<file path="config.mk">
export PLATFORM = sky130hd
export DESIGN_NAME = mac_seq
export DESIGN_NICKNAME = d
export VERILOG_FILES = /design/src/rtl/mac_seq.sv
export SDC_FILE = /design/constraint.sdc
export NUM_CORES = 1
export LEC_CHECK = 0
export BUFFER_PORTS_ARGS = -buffer_cell sky130_fd_sc_hd__clkbuf_2
export CAP_MARGIN = 25
export CORE_MARGIN = 1.5
export CORE_UTILIZATION = 38
export DETAILED_ROUTE_END_ITERATION = 10
export PLACE_DENSITY = 0.75
export SLEW_MARGIN = 5
export SYNTH_ARGS = -nofsm -noshare
export SYNTH_HDL_FRONTEND = slang
export SYNTH_SLANG_ARGS = --single-unit
</file>
<file path="constraint.sdc">
create_clock -name clk -period 1.4 [get_ports clk]
set_input_delay 0.07 -clock clk [delete_from_list [all_inputs] [get_ports clk]]
set_output_delay 0.07 -clock clk [all_outputs]
set_load 0.05 [all_outputs]
</file>
<file path="src/rtl/mac_seq.sv">
// mac_seq: operand sequencer for one 8-bit MAC accumulator.
// Takes a dot-product command of length N. It clears the MAC, streams N
// operand pairs into it from the A and B streams, then presents the final
// accumulator value on the result port.
// Optional feature macro: MAC_SEQ_STALL_CNT_EN adds a 16-bit stall counter
// output. The counter clears in CLEAR and counts RUN cycles in which no pair
// was consumed.
//
// Handshake rule, used on every valid/ready pair in this block: a transfer
// happens on a rising edge where both valid and ready are high. A producer
// holds valid and data stable until that edge. Here ready never depends on a
// lone valid: A and B are accepted together or not at all.
module mac_seq #(
    parameter int DATA_W = 8,
    parameter int ACC_W  = 24,
    parameter int LEN_W  = 8
) (
    input  logic              clk,
    input  logic              rst_n,
    input  logic              start,
    input  logic [LEN_W-1:0]  len,
    output logic              busy,
    input  logic              a_valid,
    output logic              a_ready,
    input  logic [DATA_W-1:0] a_data,
    input  logic              b_valid,
    output logic              b_ready,
    input  logic [DATA_W-1:0] b_data,
    output logic              mac_en,
    output logic              mac_clr,
    output logic [DATA_W-1:0] mac_a,
    output logic [DATA_W-1:0] mac_b,
    input  logic [ACC_W-1:0]  mac_cout,
    output logic              res_valid,
    input  logic              res_ready,
    output logic [ACC_W-1:0]  res_data,
`ifdef MAC_SEQ_STALL_CNT_EN
    output logic [15:0]       stall_cnt,
`endif
    output logic [2:0]        state_dbg
);

    localparam logic [2:0] S_IDLE  = 3'd0;
    localparam logic [2:0] S_CLEAR = 3'd1;
    localparam logic [2:0] S_RUN   = 3'd2;
    localparam logic [2:0] S_DRAIN = 3'd3;
    localparam logic [2:0] S_DONE  = 3'd4;

    logic [2:0]       state;
    logic [LEN_W-1:0] remaining;
    logic [ACC_W-1:0] res_q;
    logic             fire;

    // A pair is consumed only in RUN, and only when both operands are present.
    assign fire = (state == S_RUN) && a_valid && b_valid;

    // Control outputs decoded straight from the state and the joined handshake.
    always_comb begin
        busy      = (state != S_IDLE);
        mac_clr   = (state == S_CLEAR);
        mac_en    = fire;
        a_ready   = fire;
        b_ready   = fire;
        mac_a     = fire ? a_data : '0;
        mac_b     = fire ? b_data : '0;
        res_valid = (state == S_DONE);
        res_data  = res_q;
        state_dbg = state;
    end

    // Sequencing FSM, remaining-pair down-counter and result capture.
    always_ff @(posedge clk) begin
        if (!rst_n) begin
            state     <= S_IDLE;
            remaining <= '0;
            res_q     <= '0;
        end else begin
            case (state)
                S_IDLE: begin
                    if (start) begin
                        remaining <= len;
                        state     <= S_CLEAR;
                    end
                end
                S_CLEAR: begin
                    state <= (remaining == '0) ? S_DRAIN : S_RUN;
                end
                S_RUN: begin
                    if (fire) begin
                        remaining <= remaining - LEN_W'(1);
                        if (remaining == LEN_W'(1)) begin
                            state <= S_DRAIN;
                        end
                    end
                end
                S_DRAIN: begin
                    // The MAC registered the last product on the previous edge.
                    res_q <= mac_cout;
                    state <= S_DONE;
                end
                S_DONE: begin
                    if (res_ready) begin
                        state <= S_IDLE;
                    end
                end
                default: begin
                    state <= S_IDLE;
                end
            endcase
        end
    end

`ifdef MAC_SEQ_STALL_CNT_EN
    logic [15:0] stall_q;

    // Count RUN cycles without a transfer. The count saturates and is held
    // outside CLEAR/RUN.
    always_ff @(posedge clk) begin
        if (!rst_n) begin
            stall_q <= '0;
        end else if (state == S_CLEAR) begin
            stall_q <= '0;
        end else if ((state == S_RUN) && !fire && (stall_q != 16'hFFFF)) begin
            stall_q <= stall_q + 16'd1;
        end
    end

    assign stall_cnt = stall_q;
`endif

endmodule

</file>
==> flow_metrics.tcl <==
set metrics [dict create \
    status "finished, violations left" \
    violations "negative setup slack" \
    syn-cell-area_um2 1680 \
    vias 2079 \
    cts_tree "yes" \
    p_leak_nw 1.40 \
    nFillCells 287 \
    drt-initial-drc-count 106 \
    start_util_pct 40.8 \
    final_util_pct 76.0 \
    clk_pin_slew_ns 0.08 \
    yosysUniqueCellTypes 38 \
    r2r_start "state_dbg[0]$_SDFFE_PN0P_" \
    drcViolationCount 0 \
    power_switching_w 0.00107 \
    crit_required_ns 1.33 \
    synth_top_area_share_pct 41.8 \
    slew_headroom_pct 77.9 \
    internal-power_w 0.00194 \
    drive_gt1_share_pct 51.0 \
    regToRegSetupSlack_ns -0.11 \
    ys_ff_latch 35 \
    cts_root_buf "clkbuf_8" \
    syn-instance-count 221 \
    avgSynthCellArea_um2 7.59 \
    reg2reg_depth 4 \
    r2r-end "remaining[2]$_SDFFE_PN0P_" \
    finalCriticalPeriod_ns 1.64 \
    synth_edf_count 0 \
    cts_buffer_depth 2 \
    setup_viol 28 \
    numCtsBuffers 5 \
    nets 405 \
    regArea_um2 714 \
    htree_levels 2 \
    crit_arrival_ns 1.57 \
    synth_warnings 0 \
    ys_dominant_reg_cell "dfxtp_1" \
    vdd_drop_max_uv 830 \
    io_buffers 102 \
    fin_crit_sh_pct 117 \
    antennaDiodeCount 0 \
    dieHeight_um 69.5 \
    grt_max_degree 26 \
    ys_seq_area_share_pct 41.8 \
    fin_skew_ns 0.00957 \
    critPathKind "reg -> out" \
    clock_latency_ns 0.28 \
    synth_top_cell_by_area "dfxtp_1" \
    fmax_mhz 608 \
    syn_to_final_growth_pct 86.3 \
    pwr-share-seq_pct 37.2 \
    synth_most_common_cell "nand2_1" \
    hold_class "in -> reg" \
    clock-sinks 35 \
    first_pass_iters 4 \
    placementRows 23 \
    sw_frac_of_total_pct 35.5 \
    grt_pass1_wl_um 9320 \
    start_kind "register" \
    powerDensity_nw_per_um2 963 \
    cp-end-kind "output port" \
    synth_top_cells_by_area "dfxtp_1 42%, nand2_1 13%, a21oi_1 9.8%, and2_1 6.0%, clkbuf_1 2.9%" \
    die-area_um2 4820 \
    io_pins 103 \
    dp_hpwl_um 3360 \
    track_usage_pct 23.8 \
    grt_antenna_before_repair 0 \
    fin_setup_tns_ns -4.56 \
    p_comb_share_pct 38.7 \
    slew_viol_final 0 \
    finalHoldViolations 0 \
    multi_input_area_um2 1030 \
    worst_slack_ns -0.245 \
    grt_pass1_vias 1921 \
    grt.overflow.total 0 \
    cp_max_fo 8 \
    ys_async_sr_fraction_pct 0 \
    grt_setup_unrepaired "yes" \
    gp_congestion 0.867 \
    syn_nets 278 \
    total_power_w 0.00301 \
    pwr-share-clk_pct 24.1 \
    cp-startpoint "state_dbg[0]$_SDFFE_PN0P_" \
    wire_per_inst_um 15.3 \
    core_um2 4120 \
    ant_nets 0 \
    post-place-ws_ns -0.0695 \
    max_cap_viol_count 0 \
    die_w_um 69.5 \
    endpoint "mac_a[7]" \
    worst_slew_pin_slew_ns 0.324 \
    drt_wl_total_um 6100 \
    synth_commonest_cells "59 x nand2_1, 35 x dfxtp_1, 33 x a21oi_1, 16 x and2_1, 13 x clkbuf_1" \
    avgViaCountPerCell 5.21 \
]
==> cells by family (layout without fill, tap and decap cells) <==
family | Yosys count | after routing | synth area share (%)
simple gates | 105 | 105 | 30.5
compound gates | 53 | 54 | 19.0
flops | 35 | 35 | 41.8
buf+inv | 25 | 152 | 6.49
fa+ha+maj | 3 | 3 | 2.24
==> repair_timing <==
item                                    4_1_cts  5_1_grt
endpoints found under the hold margin         9        1
cloned                                        2        0
buffers inserted                              3        1
gates resized for setup                      82       17
pin swaps                                    10        4
hold buffers                                  9        1
endpoints found under the setup margin       28       31
==> layout by cell type (no fill, tap or decap), types with 2 or more instances in the layout <==
| cell | instances |
|---|---|
| a21o_1 | 2 |
| a21oi_1 | 32 |
| and2_4 | 16 |
| buf_4 | 22 |
| buf_6 | 3 |
| buf_8 | 4 |
| clkbuf_16 | 17 |
| clkbuf_2 | 80 |
| clkbuf_8 | 5 |
| dfxtp_1 | 30 |
| dfxtp_2 | 2 |
| dfxtp_4 | 3 |
| dlygate4sd3_1 | 10 |
| ha_1 | 2 |
| inv_1 | 4 |
| inv_2 | 2 |
| nand2_1 | 59 |
| nand2b_1 | 3 |
| nor2_1 | 4 |
| nor3b_4 | 3 |
| o211ai_1 | 2 |
| o21ai_0 | 2 |
| o22ai_1 | 2 |
| o32a_1 | 2 |
| or3_1 | 3 |
| or3_4 | 2 |
==> layout make-up <==
cell class | count | share of cell area, %
Multi-Input combinational cell | 162 | 32.8
Sequential cell | 35 | 22.9
Tap cell | 50 | 2.00
Clock buffer | 5 | 2.20
Clock inverter | 3 | 0.600
Timing Repair Buffer | 138 | 38.8
Inverter | 6 | 0.721
==> how the worst min path moves through the flow <==
stage | end | cells past startpoint | slack [ns] | startpoint
2_1_floorplan | res_data[0]$_SDFFE_PN0P_ | 2 | 0.21 | mac_cout[0]
3_3_place_gp | res_data[16]$_SDFFE_PN0P_ | 3 | 0.29 | mac_cout[16]
5_1_grt | res_data[5]$_SDFFE_PN0P_ | 3 | -0.006 | mac_cout[5]
4_1_cts | res_data[10]$_SDFFE_PN0P_ | 3 | 0.0001 | mac_cout[10]
6_report | res_data[10]$_SDFFE_PN0P_ | 3 | 0.003 | mac_cout[10]
3_5_place_dp | res_data[16]$_SDFFE_PN0P_ | 3 | 0.30 | mac_cout[16]
==> metrics by stage <==
| step | instances | hold WS, ns | cell area [µm²] |
|---|---|---|---|
| after floorplan | 221 | 0.206 | 1810 |
| after global placement | 376 | 0.292 | 2410 |
| after detailed placement | 376 | 0.298 | 2410 |
| after CTS | 398 | 0.000140 | 3070 |
| after global routing | 399 | -0.00649 | 3130 |
| final | 399 | 0.00326 | 3130 |
==> state kept, by name, indices dropped and copies added, names as in the netlist <==
signal and count:
res_data 24, remaining 8, state_dbg 3
==> metal layers <==
metal | up-vias | track usage (%) | routed length [µm]
met5 | - | 0 | 0
met4 | 0 | 10.2 | 211
met3 | 16 | 6.83 | 511
met2 | 127 | 42.4 | 3120
met1 | 935 | 26.2 | 2250
li1 | 1001 | - | -
==> critical path, stage by stage (launching register included) <==
cell and delay (ns):
dfxtp_4 0.37, nor3b_4 0.22, and3_4 0.25, buf_6 0.13
and2_4 0.16, clkbuf_16 0.16
==> power groups by stage <==
stage                     clock, W  combinational [W]  sequential [W]
after detailed placement         0           0.000901         0.00113
after global placement           0           0.000897         0.00113
after floorplan                  0           0.000530         0.00123
after CTS                 0.000739            0.00107         0.00111
final                     0.000726            0.00116         0.00112
after global routing      0.000796            0.00124         0.00113
No activity file was read; power rests on OpenSTA's default activity.
